`src/rtl/dmem_arbiter.sv`:
```
// Shares one data memory between the CPU and DBG requesters. The command stage is registered.
// Read data is routed back to the port that issued the read. CPU has priority, but a
// consecutive-grant limit guarantees that a waiting DBG request is served.
module dmem_arbiter #(
    parameter int AW        = 8,
    parameter int DW        = 16,
    parameter int MAX_BURST = 4
) (
    input  logic          clk,
    input  logic          rst,
    input  logic          c_req,
    input  logic          c_wr,
    input  logic [AW-1:0] c_addr,
    input  logic [DW-1:0] c_wdata,
    output logic          c_gnt,
    output logic          c_rvalid,
    output logic [DW-1:0] c_rdata,
    input  logic          d_req,
    input  logic          d_wr,
    input  logic [AW-1:0] d_addr,
    input  logic [DW-1:0] d_wdata,
    output logic          d_gnt,
    output logic          d_rvalid,
    output logic [DW-1:0] d_rdata,
    output logic [AW-1:0] m_addr,
    output logic          m_rd,
    output logic          m_wr,
    output logic [DW-1:0] m_wdata,
    input  logic [DW-1:0] m_rdata
);

    localparam logic [3:0] BURST_LIM = 4'(MAX_BURST);

    logic [3:0]    run_cnt_q, run_cnt_d;
    logic          owner_q, owner_d;
    logic          pend_q, pend_d;
    logic          c_rvalid_q, c_rvalid_d;
    logic          d_rvalid_q, d_rvalid_d;
    logic          m_rd_q, m_rd_d;
    logic          m_wr_q, m_wr_d;
    logic [AW-1:0] m_addr_q, m_addr_d;
    logic [DW-1:0] m_wdata_q, m_wdata_d;
    logic          burst_full;

    // DBG wins a contested cycle only once the CPU has used up its burst allowance.
    always_comb begin
        burst_full = (run_cnt_q >= BURST_LIM);
        c_gnt      = 1'b0;
        d_gnt      = 1'b0;
        if (rst) begin
            c_gnt = c_req && !(d_req && burst_full);
            d_gnt = d_req && !c_gnt;
        end
    end

    always_comb begin
        run_cnt_d  = run_cnt_q;
        m_addr_d   = m_addr_q;
        m_wdata_d  = m_wdata_q;
        m_rd_d     = 1'b0;
        m_wr_d     = 1'b0;
        owner_d    = owner_q;
        pend_d     = 1'b0;

        if (!d_req || d_gnt) begin
            run_cnt_d = '0;
        end else if (c_gnt && !burst_full) begin
            run_cnt_d = run_cnt_q + 4'd1;
        end

        if (c_gnt) begin
            m_addr_d  = c_addr;
            m_wdata_d = c_wdata;
            m_rd_d    = !c_wr;
            m_wr_d    = c_wr;
            owner_d   = 1'b0;
            pend_d    = !c_wr;
        end else if (d_gnt) begin
            m_addr_d  = d_addr;
            m_wdata_d = d_wdata;
            m_rd_d    = !d_wr;
            m_wr_d    = d_wr;
            owner_d   = 1'b1;
            pend_d    = !d_wr;
        end

        // Memory returns data the cycle after m_rd, which is when the pending flag is seen here.
        c_rvalid_d = pend_q && !owner_q;
        d_rvalid_d = pend_q && owner_q;
    end

    always_ff @(posedge clk or negedge rst) begin
        if (!rst) begin
            run_cnt_q  <= '0;
            owner_q    <= 1'b0;
            pend_q     <= 1'b0;
            c_rvalid_q <= 1'b0;
            d_rvalid_q <= 1'b0;
            m_rd_q     <= 1'b0;
            m_wr_q     <= 1'b0;
            m_addr_q   <= '0;
            m_wdata_q  <= '0;
        end else begin
            run_cnt_q  <= run_cnt_d;
            owner_q    <= owner_d;
            pend_q     <= pend_d;
            c_rvalid_q <= c_rvalid_d;
            d_rvalid_q <= d_rvalid_d;
            m_rd_q     <= m_rd_d;
            m_wr_q     <= m_wr_d;
            m_addr_q   <= m_addr_d;
            m_wdata_q  <= m_wdata_d;
        end
    end

    assign m_addr   = m_addr_q;
    assign m_wdata  = m_wdata_q;
    assign m_rd     = m_rd_q;
    assign m_wr     = m_wr_q;
    assign c_rvalid = c_rvalid_q;
    assign d_rvalid = d_rvalid_q;
    assign c_rdata  = m_rdata;
    assign d_rdata  = m_rdata;

endmodule
```
`config.mk`:
```
export PLATFORM = sky130hd
export DESIGN_NAME = dmem_arbiter
export DESIGN_NICKNAME = d
export VERILOG_FILES = /design/src/rtl/dmem_arbiter.sv
export SDC_FILE = /design/constraint.sdc
export NUM_CORES = 1
export LEC_CHECK = 0
export ABC_AREA = 1
export BUFFER_PORTS_ARGS = -buffer_cell sky130_fd_sc_hd__buf_4
export CAP_MARGIN = 40
export CORE_MARGIN = 3
export CORE_UTILIZATION = 30
export DETAILED_ROUTE_END_ITERATION = 8
export PLACE_DENSITY = 0.65
export SETUP_SLACK_MARGIN = 0.5
export SYNTH_ARGS = -nofsm -noshare
export SYNTH_HDL_FRONTEND = slang
export SYNTH_SLANG_ARGS = --single-unit
```
`constraint.sdc`:
```
create_clock -name clk -period 3 [get_ports clk]
set_input_delay 0.15 -clock clk [delete_from_list [all_inputs] [get_ports clk]]
set_output_delay 0.15 -clock clk [all_outputs]
set_load 0.02 [all_outputs]
```
## Word level (Yosys, flattened, before mapping)

Index checks and enable logic that the tools add are counted.

| cells by class | value |
|---|---|
| reductions and logical operators | 16 |
| order comparisons | 1 |
| add/subtract/negate cells | 1 |
| mux-type cells | 14 |

Operators with widths:

| operator | number |
|---|---|
| two-way mux 16 bit | 2 |
| two-way mux 8 bit | 2 |
| two-way mux 1 bit | 8 |
| two-way mux 4 bit | 2 |
| zero test 1 bit | 7 |
| logical AND 1 bit | 6 |
| adder 4 x 1 -> 4 bit (second input constant) | 1 |
| >= comparator 4 x 3 -> 1 bit (second input constant) | 1 |
| nonzero test 2 bit | 2 |
| logical OR 1 bit | 1 |

| word-level totals | value |
|---|---|
| bits of input ports | 70 |
| flip-flop bits (word level) | 33 |

## Logic depth before layout (Yosys ltp)

Gate-level depths: netlist (run 1).

| depth | value |
|---|---|
| depth after elaboration | 9 |
| depth in mapped cells | 7 |

## Worst setup path before layout (run 1)

No wires, ideal clock.

| timing | value |
|---|---|
| path kind | flip-flop to flip-flop |
| start point | reg run_cnt_q[3] |
| end point | reg m_addr_q[2] (netlist: m_addr[2]) |
| buffers on the path | 1 |
| cell stages (with the launch flop) | 7 |
| setup slack | 1.878 ns |
| library setup time | 0.068 ns |
| arrival | 1.053 ns |
| path through | dfrtp_1 > o21ai_2 > nand3_1 > inv_2 > buf_4 > nand2_1 > nand3_1 |

| between the ends | value |
|---|---|
| elaborated cells between the ends (all ways) | 10 |

RTL lines:

| what | line | source |
|---|---|---|
| start: declaration | 34 | `logic [3:0] run_cnt_q, run_cnt_d;` |
| start signal: assignment | 104 | `run_cnt_q <= run_cnt_d;` |
| >= comparator 4 x 3 -> 1 bit * | 47 | `burst_full = (run_cnt_q >= BURST_LIM);` |
| logical AND 1 bit * | 51 | `c_gnt = c_req && !(d_req && burst_full);` |
| zero test 1 bit * | 51 |  |
| logical AND 1 bit * | 51 |  |
| two-way mux 1 bit * | 50 | `if (rst) begin` |
| via c_gnt | 15 | `output logic c_gnt,` |
| two-way mux 8 bit or nonzero test 2 bit (tied branches) | - |  |
| end signal: assignment | 111 | `m_addr_q <= m_addr_d;` |
| end: declaration | 41 | `logic [AW-1:0] m_addr_q, m_addr_d;` |

The timed path passes the listed nets; every way through them passes the cells marked *.
A chain may end at the register's enable or synchronous reset.

## Worst setup path in the final report (run 1)

| timing | value |
|---|---|
| start point | in rst |
| end point | out c_gnt |

| between the ends | value |
|---|---|
| longest elaborated chain between the ends | 1 |

Ends and longest elaborated chain:

| what | line | source |
|---|---|---|
| start: declaration | 10 | `input logic rst,` |
| two-way mux 1 bit | 50 |  |
| end: declaration | 15 |  |

Every way passes these cells.

==> reports/results.txt, run 1 <==
The area fraction in and, or, nand and nor cells after synthesis is 29.38%. The level count of the clock H-tree came out at 2. In this run the standard cell core region covers 5270 um^2. The sequential element share of the synthesized area was 49.22%.

By area the synthesized netlist is led by sky130_fd_sc_hd__dfrtp_1, sky130_fd_sc_hd__nand2_1, sky130_fd_sc_hd__buf_4, sky130_fd_sc_hd__nand3_1, sky130_fd_sc_hd__buf_6. Summed over all cells, the static leakage comes to 1.199 nW. Entering global routing, the biggest net connects 27 pins.

The initial utilization of the core area, before any placement, comes to 31.84%. The final critical path takes up 63.69% of the cycle. The most numerous cell type found on the critical path is sky130_fd_sc_hd__buf_4.

The critical path goes through dlygate4sd3_1 > buf_4 > nand3_1 > inv_2 > buf_4. After layout, the worst setup slack is 1089 ps. Each instance of the synthesized netlist takes up on average 8.348 um^2.

For the buffer depth of the longest clock path, the log shows 2. The slowest stage of the critical path belongs to the cell sky130_fd_sc_hd__dlygate4sd3_1. Data on the critical path is required at its endpoint by 2850 ps. Once detail routing completed, the nets flagged for antenna violations numbered 0. Number of cells on the worst hold path: 2. The flow ran to the end, and the final reports show no timing, DRC or antenna violations. Counting every sink on the clock net gives 33. For this run, the slowest stage of the critical path takes 540 ps.

Worst setup path startpoint: rst. In this run the most used layer during global routing was met2. After clock tree synthesis, the clock-pin slew on the worst setup and hold paths is 70 ps. The top cell type by area accounts for 49.22% of the synthesized area. Yosys printed 0 warnings. For the standard-cell row count, the log shows 26.

The fmax came out at 0.5234 GHz. The transition time at the pin with the least slew margin was 567.3 ps. The run gives 280 ps as the clock insertion delay at the later pin of the skew report. Post-CTS timing repair inserted 0 buffers for setup. STA classifies the critical path endpoint as an output pin. The tools report the total of max-cap violations as 0.

The portion of synthesized area spent on multiplexers is 0%. After the flow finishes, the layout carries non-filler instances totaling 327. Clock skew on the completed layout was measured at 5.934 ps. The detailed placer's ending HPWL is 2944 um. The repair_antennas step left the layout with diodes totalling 0. The tools report the worst hold path startpoint as d_wr. The tightest min-delay check is of the in2reg type. Leaving out fill and tap cells, the most frequent cells in the layout are sky130_fd_sc_hd__buf_4, sky130_fd_sc_hd__nand2_1, sky130_fd_sc_hd__dfrtp_1. The met2 routing resource usage after global routing is 19.21%. In this run the tightest slew margin relative to its limit is 62.18%. Counting distinct cell types in the post-synthesis netlist gives 18. Final-stage net count: 327. The run gives 0 as the number of hold violations in the final report. The number of standard cells after synthesis was 201. Met1 demand-to-capacity share in global routing: 15.01%. The tools report the number of nets produced by synthesis as 272. In the routed layout, each cell is associated on average with a via count of 4.248. STA classifies the critical path startpoint as a primary input. The floorplan step set the die width to 80.79 um.

In this run the vertical extent of the chip is 80.79 um. The worst register-to-register path has a depth of 5. The die covers 6526 um^2. The number of pins exceeding their max-slew limit in the final report was 0.

After Yosys synthesis, full adders, half adders and majority gates account for 0.7457% of the synthesized area. The post-route core utilization came out at 42.17%. Summed over all layers, the global routing overflow is 0. Of all nets on the critical path, the largest fanout is 26. The number of I/O pins is 132. The post-synthesis cell area is 1678 um^2, and the count of input and output buffers is 83. The run gives 1267 as the number of global-route vias before repair. The routed length per placed instance was 12.01 um; the synthesized flop and latch total was 33. Global routing used 11.89% of the available tracks. The time the final worst path needs with I/O delays and setup was 1911 ps. The share of the synthesized netlist area taken by xor and xnor gates came out at 0%.

The DRC marker count from the first detailed-route iteration came out at 48. The number of clock buffers inserted by TritonCTS is 5, and the placed cell count is 318. Together, buffers and inverters on the worst path number 4. Total number of vias: 1389.

The dominant combinational cell family by area after synthesis was simple AND/OR/NAND/NOR gates. The number of endpoints failing setup at the final stage came out at 0. The leading cell type in the layout, fill and taps excluded was sky130_fd_sc_hd__buf_4. The run gives 4.435% as the met3 global-route usage. The number of antenna violations at the first check in global routing came out at 0. Peak supply drop: 154.1 uV.

TritonCTS built the clock tree. Setup repair after global routing left no endpoint under its margin. The layout-stage area growth over the synthesis result works out to 32.44%. The congestion estimate from routability-driven global placement came to 0.7342. The startpoint of the most critical register-to-register path is run_cnt_q[3]$_DFFE_PN0P_. The critical path start-end classification was in2out.

The compound-gate portion of the synthesized area is 1.715%. Summed over all instances, the cell type with the most area after synthesis is sky130_fd_sc_hd__dfrtp_1. The total length of routed wires is 3927 um.

The worst setup slack before clock tree synthesis is 1566 ps. For the first-pass iteration count of the detailed router, the log shows 4. The critical path crosses 5 cells after its start point. The first global-routing pass estimated 5996 um of wire. For the final routed database, the setup TNS stands at 0 ps.

The cell family contributing the most delay on the critical path is buffers and inverters. The cell area power density was 508.0 nW/um^2. The fraction of layout cells with a size suffix above 1 was 38.91%. After detailed routing, the number of remaining DRC violations is 0.

The tree is rooted in a sky130_fd_sc_hd__clkbuf_8. Arrival time of data at the critical path endpoint: 1760 ps.
power by group:
part	switching [mW]	leakage [nW]	internal, mW
Clock	0.157	0.0439	0.160
Combinational	0.151	0.737	0.138
Sequential	0.0280	0.417	0.495
Total	0.336	1.20	0.793
state kept, by name, indices dropped and copies added, names as in the netlist:
| name | flops |
|---|---|
| m_rd | 1 |
| m_wdata | 16 |
| m_wr | 1 |
| c_rvalid | 1 |
| d_rvalid | 1 |
| run_cnt_q | 4 |
| owner_q | 1 |
| m_addr | 8 |
worst paths after layout:
kind                                            to  slack (ps)
hold / removal                      m_rd$_DFF_PN0_          60
hold reg to reg                 c_rvalid$_DFF_PN0_         460
setup reg to reg           m_wdata[15]$_DFFE_PN0P_        1650
setup / recovery                             c_gnt        1090
min in group asynchronous   m_wdata[9]$_DFFE_PN0P_         320
max in group asynchronous  m_wdata[13]$_DFFE_PN0P_        2180
per-stage QoR:
stage	area, um^2	hold WS [ps]	power [mW]
4_1_cts	2222	48.50	1.152
3_5_place_dp	2126	54.49	0.8237
6_report	2222	62.12	1.129
3_3_place_gp	2111	51.55	0.8167
5_1_grt	2222	54.12	1.198
2_1_floorplan	1678	-145.6	0.7231
worst reg2reg max path: stages, from the launching register on:
cell	delay (ps)
sky130_fd_sc_hd__dfrtp_1	400
sky130_fd_sc_hd__o21ai_2	170
sky130_fd_sc_hd__nand3_1	120
sky130_fd_sc_hd__inv_2	380
sky130_fd_sc_hd__nand2_1	110
sky130_fd_sc_hd__nand3_1	110
synth_stat cells:
library cell,n
sky130_fd_sc_hd__a21oi_1,1
sky130_fd_sc_hd__buf_2,3
sky130_fd_sc_hd__buf_4,33
sky130_fd_sc_hd__buf_6,2
sky130_fd_sc_hd__dfrtp_1,33
sky130_fd_sc_hd__ha_1,1
sky130_fd_sc_hd__inv_1,5
sky130_fd_sc_hd__inv_2,2
sky130_fd_sc_hd__inv_4,1
sky130_fd_sc_hd__nand2_1,83
sky130_fd_sc_hd__nand2_2,1
sky130_fd_sc_hd__nand2_4,1
sky130_fd_sc_hd__nand3_1,26
sky130_fd_sc_hd__nand3b_1,1
sky130_fd_sc_hd__nand4_1,3
sky130_fd_sc_hd__nor2_1,2
sky130_fd_sc_hd__o21ai_2,2
sky130_fd_sc_hd__o22ai_1,1
per-layer routing:
| layer | vias up | wire length [um] |
|---|---|---|
| met4 | 0 | 12 |
| met2 | 65 | 1815 |
| li1 | 716 | - |
| met3 | 2 | 417 |
| met1 | 606 | 1681 |
| met5 | - | 0 |
what timing repair did:
item	in CTS	in global routing
endpoints found under the hold margin	19	0
endpoints found under the setup margin	0	0
hold buffers	1	0
resized for setup	0	0
layout make-up:
cell class	instances	area [um^2]
Clock buffer	5	68.82
Clock inverter	3	17.52
Fill cell	532	3048
Inverter	8	32.53
Multi-Input combinational cell	122	534.3
Sequential cell	33	825.8
Tap cell	70	87.58
Timing Repair Buffer	86	655.6
logic make-up (layout without fill, tap and decap cells):
logic type,Yosys count,count (layout)
compound gates,4,4
fa+ha+maj,1,1
buf+inv,46,102
flops,33,33
simple gates,117,117
Note: power is estimated with default switching activity, not from simulation.
==> run 2, diff against run 1 <==
--- a/config.mk
+++ b/config.mk
@@ -5,7 +5,7 @@
 export SDC_FILE = /design/constraint.sdc
 export NUM_CORES = 1
 export LEC_CHECK = 0
-export ABC_AREA = 1
+export ABC_AREA = 0
 export BUFFER_PORTS_ARGS = -buffer_cell sky130_fd_sc_hd__buf_4
 export CAP_MARGIN = 40
 export CORE_MARGIN = 3
==> constraint.sdc (replaced) <==
create_clock -name clk -period 1.84 [get_ports clk]
set_input_delay 0.092 -clock clk [delete_from_list [all_inputs] [get_ports clk]]
set_output_delay 0.092 -clock clk [all_outputs]
set_load 0.02 [all_outputs]
==> reports/results.txt, run 2 <==
In this run the deepest clock path goes through 2 buffers. Subtracting the final worst setup slack from the clock period gives 1442 ps. Yosys attributes the largest share of cell area to sky130_fd_sc_hd__dfrtp_1, sky130_fd_sc_hd__buf_4, sky130_fd_sc_hd__a221o_1, sky130_fd_sc_hd__and2_1, sky130_fd_sc_hd__buf_6.

Async set-reset flop share out of synthesis: 100.0%. The number of placed instances, taps included, is 262. The total overflow left after global routing is 0. Once layout is done, the placed cells without fillers occupy 2333 um^2.

The tools report the number of I/O pins as 132. Setup repair after global routing could not meet its margin everywhere. In the post-route analysis, the smallest setup slack over all paths is 398.1 ps. Most frequently used flop master after synthesis: sky130_fd_sc_hd__dfrtp_1. The placed instances occupy a cell area of 2136 um^2.

For this design the static power due to leakage is 1.153 nW. In the layout the commonest cells are sky130_fd_sc_hd__buf_4, sky130_fd_sc_hd__dfrtp_1, sky130_fd_sc_hd__and2_1, sky130_fd_sc_hd__a221o_1, sky130_fd_sc_hd__clkbuf_8. The count of cells in the finished layout, fillers not included, comes to 279. Compared with the post-synthesis result, the final layout area differs by 38.66%.

The share of power burned in combinational logic is 27.0%, and the number of antenna violations at the first check in global routing is 0. CTS placed an instance of sky130_fd_sc_hd__clkbuf_8 at the clock tree root. Once the floorplan was initialized, standard cells occupied 31.93% of the core. Summed over all failing endpoints, the final setup total negative slack is 0 ps. After detailed routing, the total wire length is 4625 um.

The checks that failed: negative hold slack. The number of flops mapped to enable cells by yosys was 0; the warning count from the yosys run was 0. The region available for standard cell placement spans 5270 um^2. For the worst path required time, the log shows 1750 ps.

The path class of the tightest hold or removal check is in2async. After synthesis, the largest area contributor takes up 49.07% of total cell area. The number of clock buffers inserted by TritonCTS is 5, and the number of pins exceeding their max-slew limit in the final report is 0. After detailed routing, the number of vias per cell comes to 4.742. The tools report the count of antenna diodes in the layout as 0. Setup violations remaining at the end of the flow were counted as 0. The floorplan has 26 rows.

For the total of max-cap violations, the log shows 0. The detailed router finished its first iteration with 40 violations. When the netlist entered floorplanning its net count stood at 216. The cell area power density came out at 808.9 nW/um^2.

OpenSTA, run right after detailed placement, puts the worst setup slack at 263.7 ps. The number of hold violations in the final report is 33. Clock sink count: 33. The worst hold margin was -110.5 ps. In the routed design, unresolved DRC markers number 0.

After layout, the design draws a total of 1.888 mW. The biggest area consumer among synthesized cells is sky130_fd_sc_hd__dfrtp_1. The flow ran to the end, but the final reports show violations. Cell internal power was estimated by the tool at 1.335 mW.

Cells with a size suffix above 1 make up 51.20% of the layout. The number of global-route vias before repair is 1356, and the max-slew headroom at the worst pin is 67.27%. The wire-length estimate of the detail-placed layout is 3037 um. The synthesized flop and latch total is 33, and the number of flip-flops in the largest register is 16.

The run gives 0.6935 GHz as the fmax. Synthesis handed over a netlist of 145 instances. The commonest cells after synthesis are sky130_fd_sc_hd__buf_4, sky130_fd_sc_hd__dfrtp_1, sky130_fd_sc_hd__a221o_1, sky130_fd_sc_hd__and2_1. By startpoint and endpoint, the worst setup path is classified as reg2out.

The distinct cell type count after synthesis is 27. Clock-pin slew was measured on the worst setup and hold paths at 70 ps. Worst clock skew: 4.054 ps.

The clock network burns 28.3% of the power. The analysis attributes to net switching a power of 0.5527 mW. After detailed routing, the average wire length per cell comes to 16.58 um. The switching share of power was 29.28%; the x dimension of the die was 80.90 um.

Summing every instance area after synthesis gives 1683 um^2. The routed layout has 1323 vias. After the last flow step, the layout net total stands at 279.

The run gives 7100 um as the global-route wire length before repair. The logs give 4 for the first-pass iteration count of the detailed router and 14.43% for the total global-route track usage. In this run the number of H-tree levels came out at 2. The clock insertion delay at the later pin of the skew report was 290 ps; the transition time at the pin with the least slew margin was 491.0 ps. Measured on the finished design, the core utilization comes to 44.28%. The floorplan step defined a die boundary enclosing 6544 um^2. The peak supply drop was 354.9 uV; the arrival time of data at the critical path endpoint was 1350 ps.

From bottom edge to top edge, the die measures 80.90 um. In this run the remaining antenna-violating nets after routing total 0. Along the worst path, the maximum fanout reaches 8. The period utilization was 78.37%.

Kind of launch point of the worst setup path: a register. STA classifies the critical path endpoint as an output pin. The count of input and output buffers is 83.

The congestion estimate from routability-driven global placement came to 0.7005. TritonCTS built the clock tree. The tools report the sequential element share of the synthesized area as 49.07%.

The tools report the part of the total power dissipated in sequential elements as 44.7%. The leading cell type in the layout, fill and taps excluded is sky130_fd_sc_hd__buf_4. Entering global routing, the biggest net connects 42 pins. Average size of a mapped cell: 11.61 um^2.
run 2: cell count changes after synthesis, sizes merged, moves of 2 or more:
cell / delta
nand2: -84
a21boi: +2
nor2b: +2
a221o: +24
nand3: -24
nand2b: +2
nand4: -2
and2: +25
inv: -7
clkbuf: +2
run 2: what timing repair did:
item                                    4_1_cts  5_1_grt
resized for setup                             7        5
hold endpoints to repair                     33       33
endpoints found under the setup margin       28       28
setup buffers                                 6        1
pin swaps                                     4        8
cloned                                        2        0
run 2: final cells by class:
cell class / instances / area, um^2
inverters: 1 / 11.26
well taps: 70 / 87.58
fillers: 527 / 2937
clock buffers: 6 / 72.57
repair buffers: 94 / 745.7
repair inverters: 1 / 8.758
flip-flops and latches: 33 / 827.0
clock inverters: 2 / 10.01
multi-input cells: 72 / 570.5
run 2: path summary, 6_finish.rpt:
check / startpoint / to / slack [ps] / depth (start not counted)
max: run_cnt_q[3]$_DFFE_PN0P_ / d_gnt / 400 / 4
min: rst / c_rvalid$_DFF_PN0_ / -110 / 2
max reg2reg: run_cnt_q[3]$_DFFE_PN0P_ / m_wdata[7]$_DFFE_PN0P_ / 430 / 4
min reg2reg: owner_q$_DFFE_PN0P_ / c_rvalid$_DFF_PN0_ / 450 / 1
max in group asynchronous: rst / run_cnt_q[3]$_DFFE_PN0P_ / 1590 / 2
min in group clk: c_wr / m_rd$_DFF_PN0_ / 20 / 2
run 2: power by group through the flow:
stage	logic [mW]	registers (mW)	clock network, mW
after global placement	0.481	0.853	0
final	0.509	0.844	0.534
after floorplan	0.241	0.942	0
after detailed placement	0.491	0.855	0
after global routing	0.548	0.854	0.577
after CTS	0.516	0.845	0.545
run 2: logic make-up after synthesis:
family	synth area share (%)
buffers and inverters	17.32
and+or+nand+nor	15.32
DFF	49.07
AOI/OAI and AO/OA	17.55
adders and majority gates	0.7434
run 2: routing by layer:
metal  global-route usage [%]  vias to the layer above  share of wire [%]
li1                         -                      619                  -
met1                    18.98                      630                 41
met2                    22.41                       63                 48
met3                    4.324                       11                9.6
met4                    5.236                        0                1.3
met5                        0                        -                  0
run 2: critical path, cell delays in order (launching register included):
cell	delay [ps]
sky130_fd_sc_hd__dfrtp_2	440
sky130_fd_sc_hd__nor3b_4	260
sky130_fd_sc_hd__nor2_4	90
sky130_fd_sc_hd__buf_8	140
sky130_fd_sc_hd__buf_6	130
